===== config.mk =====
export PLATFORM = sky130hd
export DESIGN_NAME = regread_arbiter
export DESIGN_NICKNAME = d
export VERILOG_FILES = /design/src/rtl/regread_arbiter.sv
export SDC_FILE = /design/constraint.sdc
export NUM_CORES = 1
export LEC_CHECK = 0
export ABC_AREA = 1
export CORE_AREA = 2 2 430 432
export DETAILED_ROUTE_END_ITERATION = 8
export DIE_AREA = 0 0 432 434
export SETUP_SLACK_MARGIN = 0.15
export SYNTH_ARGS = -nofsm -noshare
export SYNTH_HDL_FRONTEND = slang
export SYNTH_SLANG_ARGS = --single-unit

===== constraint.sdc =====
create_clock -name clk -period 2.09 [get_ports clk]
set_input_delay 0.418 -clock clk [delete_from_list [all_inputs] [get_ports clk]]
set_output_delay 0.418 -clock clk [all_outputs]
set_load 0.02 [all_outputs]

===== src/rtl/regread_arbiter.sv =====
// Round-robin arbiter sharing one 32-entry register read port among NREQ requesters.
// Stage 1 accepts a winner and registers its address; stage 2 reads the mux and acks.

module regread_mux32 #(
    parameter int N = 32
) (
    input  logic [32*N-1:0] regs,
    input  logic [4:0]      sel,
    output logic [N-1:0]    dout
);

    logic [N-1:0] words [32];

    always_comb begin
        for (int k = 0; k < 32; k++) begin
            words[k] = regs[k*N +: N];
        end
        dout = words[sel];
    end

endmodule

module regread_arbiter #(
    parameter int          N       = 32,
    parameter int          NREQ    = 4,
    parameter int unsigned ZERO_R0 = 1
) (
    input  logic                     clk,
    input  logic                     rst_n,
    input  logic [NREQ-1:0]          req,
    input  logic [NREQ*5-1:0]        addr,
    input  logic [32*N-1:0]          regs,
    output logic [4:0]               sel,
    output logic [N-1:0]             rd_data,
    output logic [NREQ-1:0]          ack,
    output logic [$clog2(NREQ)-1:0]  ack_id,
    output logic                     busy
);

    localparam int IDW = $clog2(NREQ);

    logic [4:0]      sel_q,     sel_d;
    logic [IDW-1:0]  owner_q,   owner_d;
    logic            v1_q,      v1_d;
    logic [NREQ-1:0] pending_q, pending_d;
    logic [IDW-1:0]  ptr_q,     ptr_d;
    logic [N-1:0]    rd_data_q, rd_data_d;
    logic [NREQ-1:0] ack_q,     ack_d;
    logic [IDW-1:0]  ack_id_q,  ack_id_d;

    logic [NREQ-1:0] eligible;
    logic            grant_valid;
    logic [IDW-1:0]  grant_id;
    logic [4:0]      grant_addr;
    logic [N-1:0]    mux_word;
    logic [N-1:0]    read_word;

    regread_mux32 #(.N(N)) u_mux32 (
        .regs (regs),
        .sel  (sel_q),
        .dout (mux_word)
    );

    // A requester still showing ack this cycle must not be re-accepted on the same held req.
    always_comb begin
        int idx;
        idx         = 0;
        eligible    = req & ~pending_q & ~ack_q;
        grant_valid = 1'b0;
        grant_id    = '0;
        for (int k = 0; k < NREQ; k++) begin
            idx = int'(ptr_q) + k;
            if (idx >= NREQ) begin
                idx = idx - NREQ;
            end
            if (!grant_valid && eligible[idx]) begin
                grant_valid = 1'b1;
                grant_id    = IDW'(idx);
            end
        end
    end

    always_comb begin
        grant_addr = '0;
        for (int i = 0; i < NREQ; i++) begin
            if (grant_id == IDW'(i)) begin
                grant_addr = addr[i*5 +: 5];
            end
        end
    end

    always_comb begin
        read_word = mux_word;
        if (ZERO_R0 != 0 && sel_q == 5'd0) begin
            read_word = '0;
        end
    end

    always_comb begin
        sel_d     = sel_q;
        owner_d   = owner_q;
        v1_d      = grant_valid;
        pending_d = pending_q;
        ptr_d     = ptr_q;
        rd_data_d = rd_data_q;
        ack_d     = '0;
        ack_id_d  = ack_id_q;

        if (v1_q) begin
            rd_data_d = read_word;
            ack_id_d  = owner_q;
            for (int i = 0; i < NREQ; i++) begin
                if (owner_q == IDW'(i)) begin
                    ack_d[i]     = 1'b1;
                    pending_d[i] = 1'b0;
                end
            end
        end

        // The owner being acked is still pending, so it can never be the new winner here.
        if (grant_valid) begin
            sel_d   = grant_addr;
            owner_d = grant_id;
            if (grant_id == IDW'(NREQ - 1)) begin
                ptr_d = '0;
            end else begin
                ptr_d = grant_id + IDW'(1);
            end
            for (int i = 0; i < NREQ; i++) begin
                if (grant_id == IDW'(i)) begin
                    pending_d[i] = 1'b1;
                end
            end
        end
    end

    always_ff @(posedge clk or negedge rst_n) begin
        if (!rst_n) begin
            sel_q     <= '0;
            owner_q   <= '0;
            v1_q      <= 1'b0;
            pending_q <= '0;
            ptr_q     <= '0;
            rd_data_q <= '0;
            ack_q     <= '0;
            ack_id_q  <= '0;
        end else begin
            sel_q     <= sel_d;
            owner_q   <= owner_d;
            v1_q      <= v1_d;
            pending_q <= pending_d;
            ptr_q     <= ptr_d;
            rd_data_q <= rd_data_d;
            ack_q     <= ack_d;
            ack_id_q  <= ack_id_d;
        end
    end

    assign sel     = sel_q;
    assign rd_data = rd_data_q;
    assign ack     = ack_q;
    assign ack_id  = ack_id_q;
    assign busy    = v1_q;

    ack_onehot_a: assert property (@(posedge clk) disable iff (!rst_n) $onehot0(ack_q));

endmodule


==> flow_metrics.py <==
metrics = {
    "worst_setup_path": {
        "start_kind": "flip-flop",
        "crit_path_max_incr_delay_ps": 450,
        "crit_fanout": 5,
        "required_ps": 2360,
        "cpMaxStageDelayCell": "dfrtp_2",
        "critPathArrivalTime_ps": 2710,
        "regToRegSetupSlack_ps": -340,
        "path_cells": "buf_12 > xor2_4 > nand3_2 > nand2_4 > nor2_4 > buf_6 > nand3_4 > nand3_4 > inv_4 > ha_4 > nor2_4 > buf_6 > a22oi_2 > o21ai_1 > mux2i_1 > o21ai_2",
        "rr_worst_depth": 16,
        "timing_worst_setup_path_type": "reg2reg",
        "timing.rr.end": "sel[4]$_DFFE_PN0N_",
        "endpoint_kind": "flip-flop",
        "r2r_start": "ptr_q[0]$_DFFE_PN0N_",
    },
    "power": {
        "vdd_drop_max_uv": 320.6,
        "cellLeakagePower_nw": 12.99,
        "seqPwrFrac_pct": 19.0,
        "power.internal_mw": 3.609,
        "p_sw_mw": 1.684,
        "clockPowerShare_pct": 20.0,
        "p_per_area_mw_per_mm2": 158.3,
        "pwr-share-comb_pct": 61.1,
        "switching_share_pct": 31.82,
    },
    "synth": {
        "ys_seq_elements": 52,
        "seq_area_frac_synth_pct": 10.44,
        "synth_top_area_cell": "nand2_1",
        "synth.avg_cell_area_um2": 5.068,
        "yosysTopAreaCellShare_pct": 38.88,
        "postSynthCellCount": 2459,
        "yosys-top-cells-area": "nand2_1, nand3_1, dfrtp_1, a21oi_1, o211ai_1",
        "yosys.cell_types.count": 33,
        "synthesis.area_mm2": 0.01246,
        "yosysWarnings": 0,
        "syn_nets": 3513,
    },
    "timing": {
        "fin_crit_ps": 2435,
        "slew_headroom_pct": 65.52,
        "skew_ps": 14.07,
        "worst_pin_slew_ps": 519.2,
        "holdWs_ps": 52.93,
        "setup_slack_ps": -344.9,
        "finalMaxSlewViolations": 0,
        "rsz0062_at_grt": "true",
        "finalSetupViolCount": 39,
        "clock.fmax_ghz": 0.4107,
        "finalCritPeriodShare_pct": 116.5,
        "hold_viol": 0,
    },
    "finish": {
        "nets": 4815,
        "area_delta_synth_final_pct": 168.3,
        "num-fill-cells": 20700,
        "layout.cells.non_filler": 6191,
        "drive_above_1_share_pct": 25.12,
    },
    "drt": {
        "ant_nets": 0,
        "vias_per_cell": 3.872,
        "wl_per_cell_um": 28.56,
        "drt_iter0_drc": 2072,
        "routed_wl_mm": 176.8,
        "drt-pass1-iter-count": 5,
        "drc": 0,
        "vias": 23970,
    },
    "global_routing": {
        "grt_start_max_net_pins": 53,
        "grt_pass1_wl_mm": 214.1,
        "grt_pass1_vias": 22740,
        "antenna_found_initial": 112,
        "grt_remaining_overflow": 0,
        "grt.total_usage_pct": 17.11,
    },
    "placed_design": {
        "io_buffers": 1093,
        "dp.cells": 6038,
        "place_hpwl_mm": 147.9,
        "gp_congestion": 0.9666,
    },
    "run": {
        "max-cap-violations": 0,
    },
    "floorplan": {
        "die_h_um": 434,
        "fp.dieW_um": 432,
        "placementRows": 157,
        "start_util_pct": 6.829,
        "core-area_mm2": 0.1825,
        "io_pins": 1094,
        "die-area_mm2": 0.1875,
    },
    "run_status": {
        "outcome": "complete, but fails checks",
        "violations": "setup timing",
    },
    "clock_tree": {
        "clock_path_buffers": 2,
        "clock_latency_ps": 340,
        "cts_tree": "done",
        "cts.sinks": 52,
        "root_buffer": "clkbuf_16",
        "cts_max_level": 2,
        "cts_buffers": 5,
        "clk_pin_slew_worst_paths_ps": 100,
    },
    "hold_path": {
        "min_path_type": "in2async",
    },
}
==> synth_stat cells (all sizes together) <==
library cell and instances:
or2 1, xnor2 1, nand4 6, dfrtp 52, nand3b 32, a21oi 158
xor2 1, mux2i 5, clkbuf 49, nor2 10, ha 4, a22oi 5
o211ai 94, a21boi 94, clkinv 2, inv 19, nand3 444, o21ai 16
nand2 1300, buf 166
==> per-layer routing <==
layer / vias to the layer above / share of wire, % / wire, um / track usage (%)
met5: - / 0.17 / 299 / 0
met4: 46 / 3.9 / 6930 / 5.119
met3: 321 / 7.6 / 13440 / 3.537
met2: 1177 / 48 / 85510 / 29.69
met1: 11620 / 40 / 70660 / 21.09
li1: 10810 / - / - / -
==> per-stage QoR <==
step                      setup TNS [ps]  worst slack, ps  total power, mW  cell area [um2]  util (%)
after floorplan                   -43.31           -8.664            1.464            12520         -
after global placement            -16300           -717.7            4.057            28690     15.72
after detailed placement          -16280           -726.7            4.048            28690     15.72
after CTS                          -8988           -314.7            5.254            30160     16.53
after global routing              -11750           -444.2            5.563            33370     18.28
final                              -8550           -344.9            5.293            33440     18.32
==> worst max path at each step <==
| stage | from | to | slack [ps] | depth (start not counted) |
|---|---|---|---|---|
| floorplan | ptr_q[1]$_DFFE_PN0N_ | sel[0]$_DFFE_PN0N_ | -9 | 17 |
| global placement | req[2] | sel[0]$_DFFE_PN0N_ | -720 | 18 |
| detailed placement | req[2] | sel[4]$_DFFE_PN0N_ | -730 | 16 |
| CTS | sel[0]$_DFFE_PN0N_ | rd_data[6]$_DFFE_PN0P_ | -310 | 14 |
| global route | ptr_q[0]$_DFFE_PN0N_ | sel[4]$_DFFE_PN0N_ | -440 | 18 |
| finish | ptr_q[0]$_DFFE_PN0N_ | sel[4]$_DFFE_PN0N_ | -340 | 16 |
==> layout by cell type (no fill, tap or decap), drive strengths merged <==
master | synthesis | final
nand2 | 1300 | 1300
clkdlybuf4s50 | 0 | 1065
nand3 | 444 | 444
buf | 166 | 405
a21oi | 158 | 158
o211ai | 94 | 94
a21boi | 94 | 94
dfrtp | 52 | 52
diode | 0 | 44
nand3b | 32 | 32
clkbuf | 49 | 31
inv | 19 | 21
o21ai | 16 | 16
nor2 | 10 | 10
dlygate4sd2 | 0 | 9
nand4 | 6 | 6
a22oi | 5 | 5
mux2i | 5 | 5
ha | 4 | 4
clkinv | 2 | 4
dlymetal6s2s | 0 | 2
xor2 | 1 | 1
xnor2 | 1 | 1
or2 | 1 | 1
clkinvlp | 0 | 1
bufbuf | 0 | 1
==> cell families (layout without fill, tap and decap cells) <==
logic type	after synthesis	after routing	share of synthesized area, %
AOI/OAI and AO/OA	367	367	18.79
adders and majority gates	4	4	0.4016
DFF	52	52	10.44
muxes	5	5	0.4016
xor gates and xnor gates	2	2	0.2008
buffers and inverters	236	1539	9.718
other	0	44	0
and+or+nand+nor	1793	1793	60.04
==> area by class of cell <==
class	instances	area, um2	share of cell area, %
flip-flops and latches	52	1325	3.962
clock inverters	3	25.02	0.07483
multi-input cells	2171	12350	36.93
diodes	44	110.1	0.3293
repair inverters	2	50.05	0.1497
inverters	21	142.6	0.4265
clock buffers	5	125.1	0.3742
repair buffers	1508	16330	48.83
well taps	2385	2984	8.924
==> repair_timing <==
action,in CTS,in global routing
setup buffers,28,39
setup endpoints to repair,54,45
pin swaps,81,249
cloned,7,29
hold buffers,0,0
resized for setup,251,556
==> flip-flops by register name (all words and copies together), names as in the netlist <==
signal     count
ack            4
busy           1
pending_q      4
owner_q        2
ptr_q          2
sel            5
rd_data       32
ack_id         2
==> power groups by stage <==
| stage | logic [mW] | registers [mW] | clock network, mW |
|---|---|---|---|
| after CTS | 3.10 | 1.01 | 1.15 |
| final | 3.23 | 1.01 | 1.06 |
| after floorplan | 0.439 | 1.03 | 0 |
| after global routing | 3.41 | 1.01 | 1.14 |
| after detailed placement | 3.02 | 1.03 | 0 |
| after global placement | 3.03 | 1.03 | 0 |
==> worst max-delay path, delay by kind of cell, from the launching register on <==
kind	cells	cell delay (ps)
DFF	1	450
adders and majority gates	1	180
AOI/OAI and AO/OA	3	310
xor gates and xnor gates	1	160
buffers and inverters	4	470
and+or+nand+nor	6	690
muxes	1	100
Power figures use the tool's default switching activity.
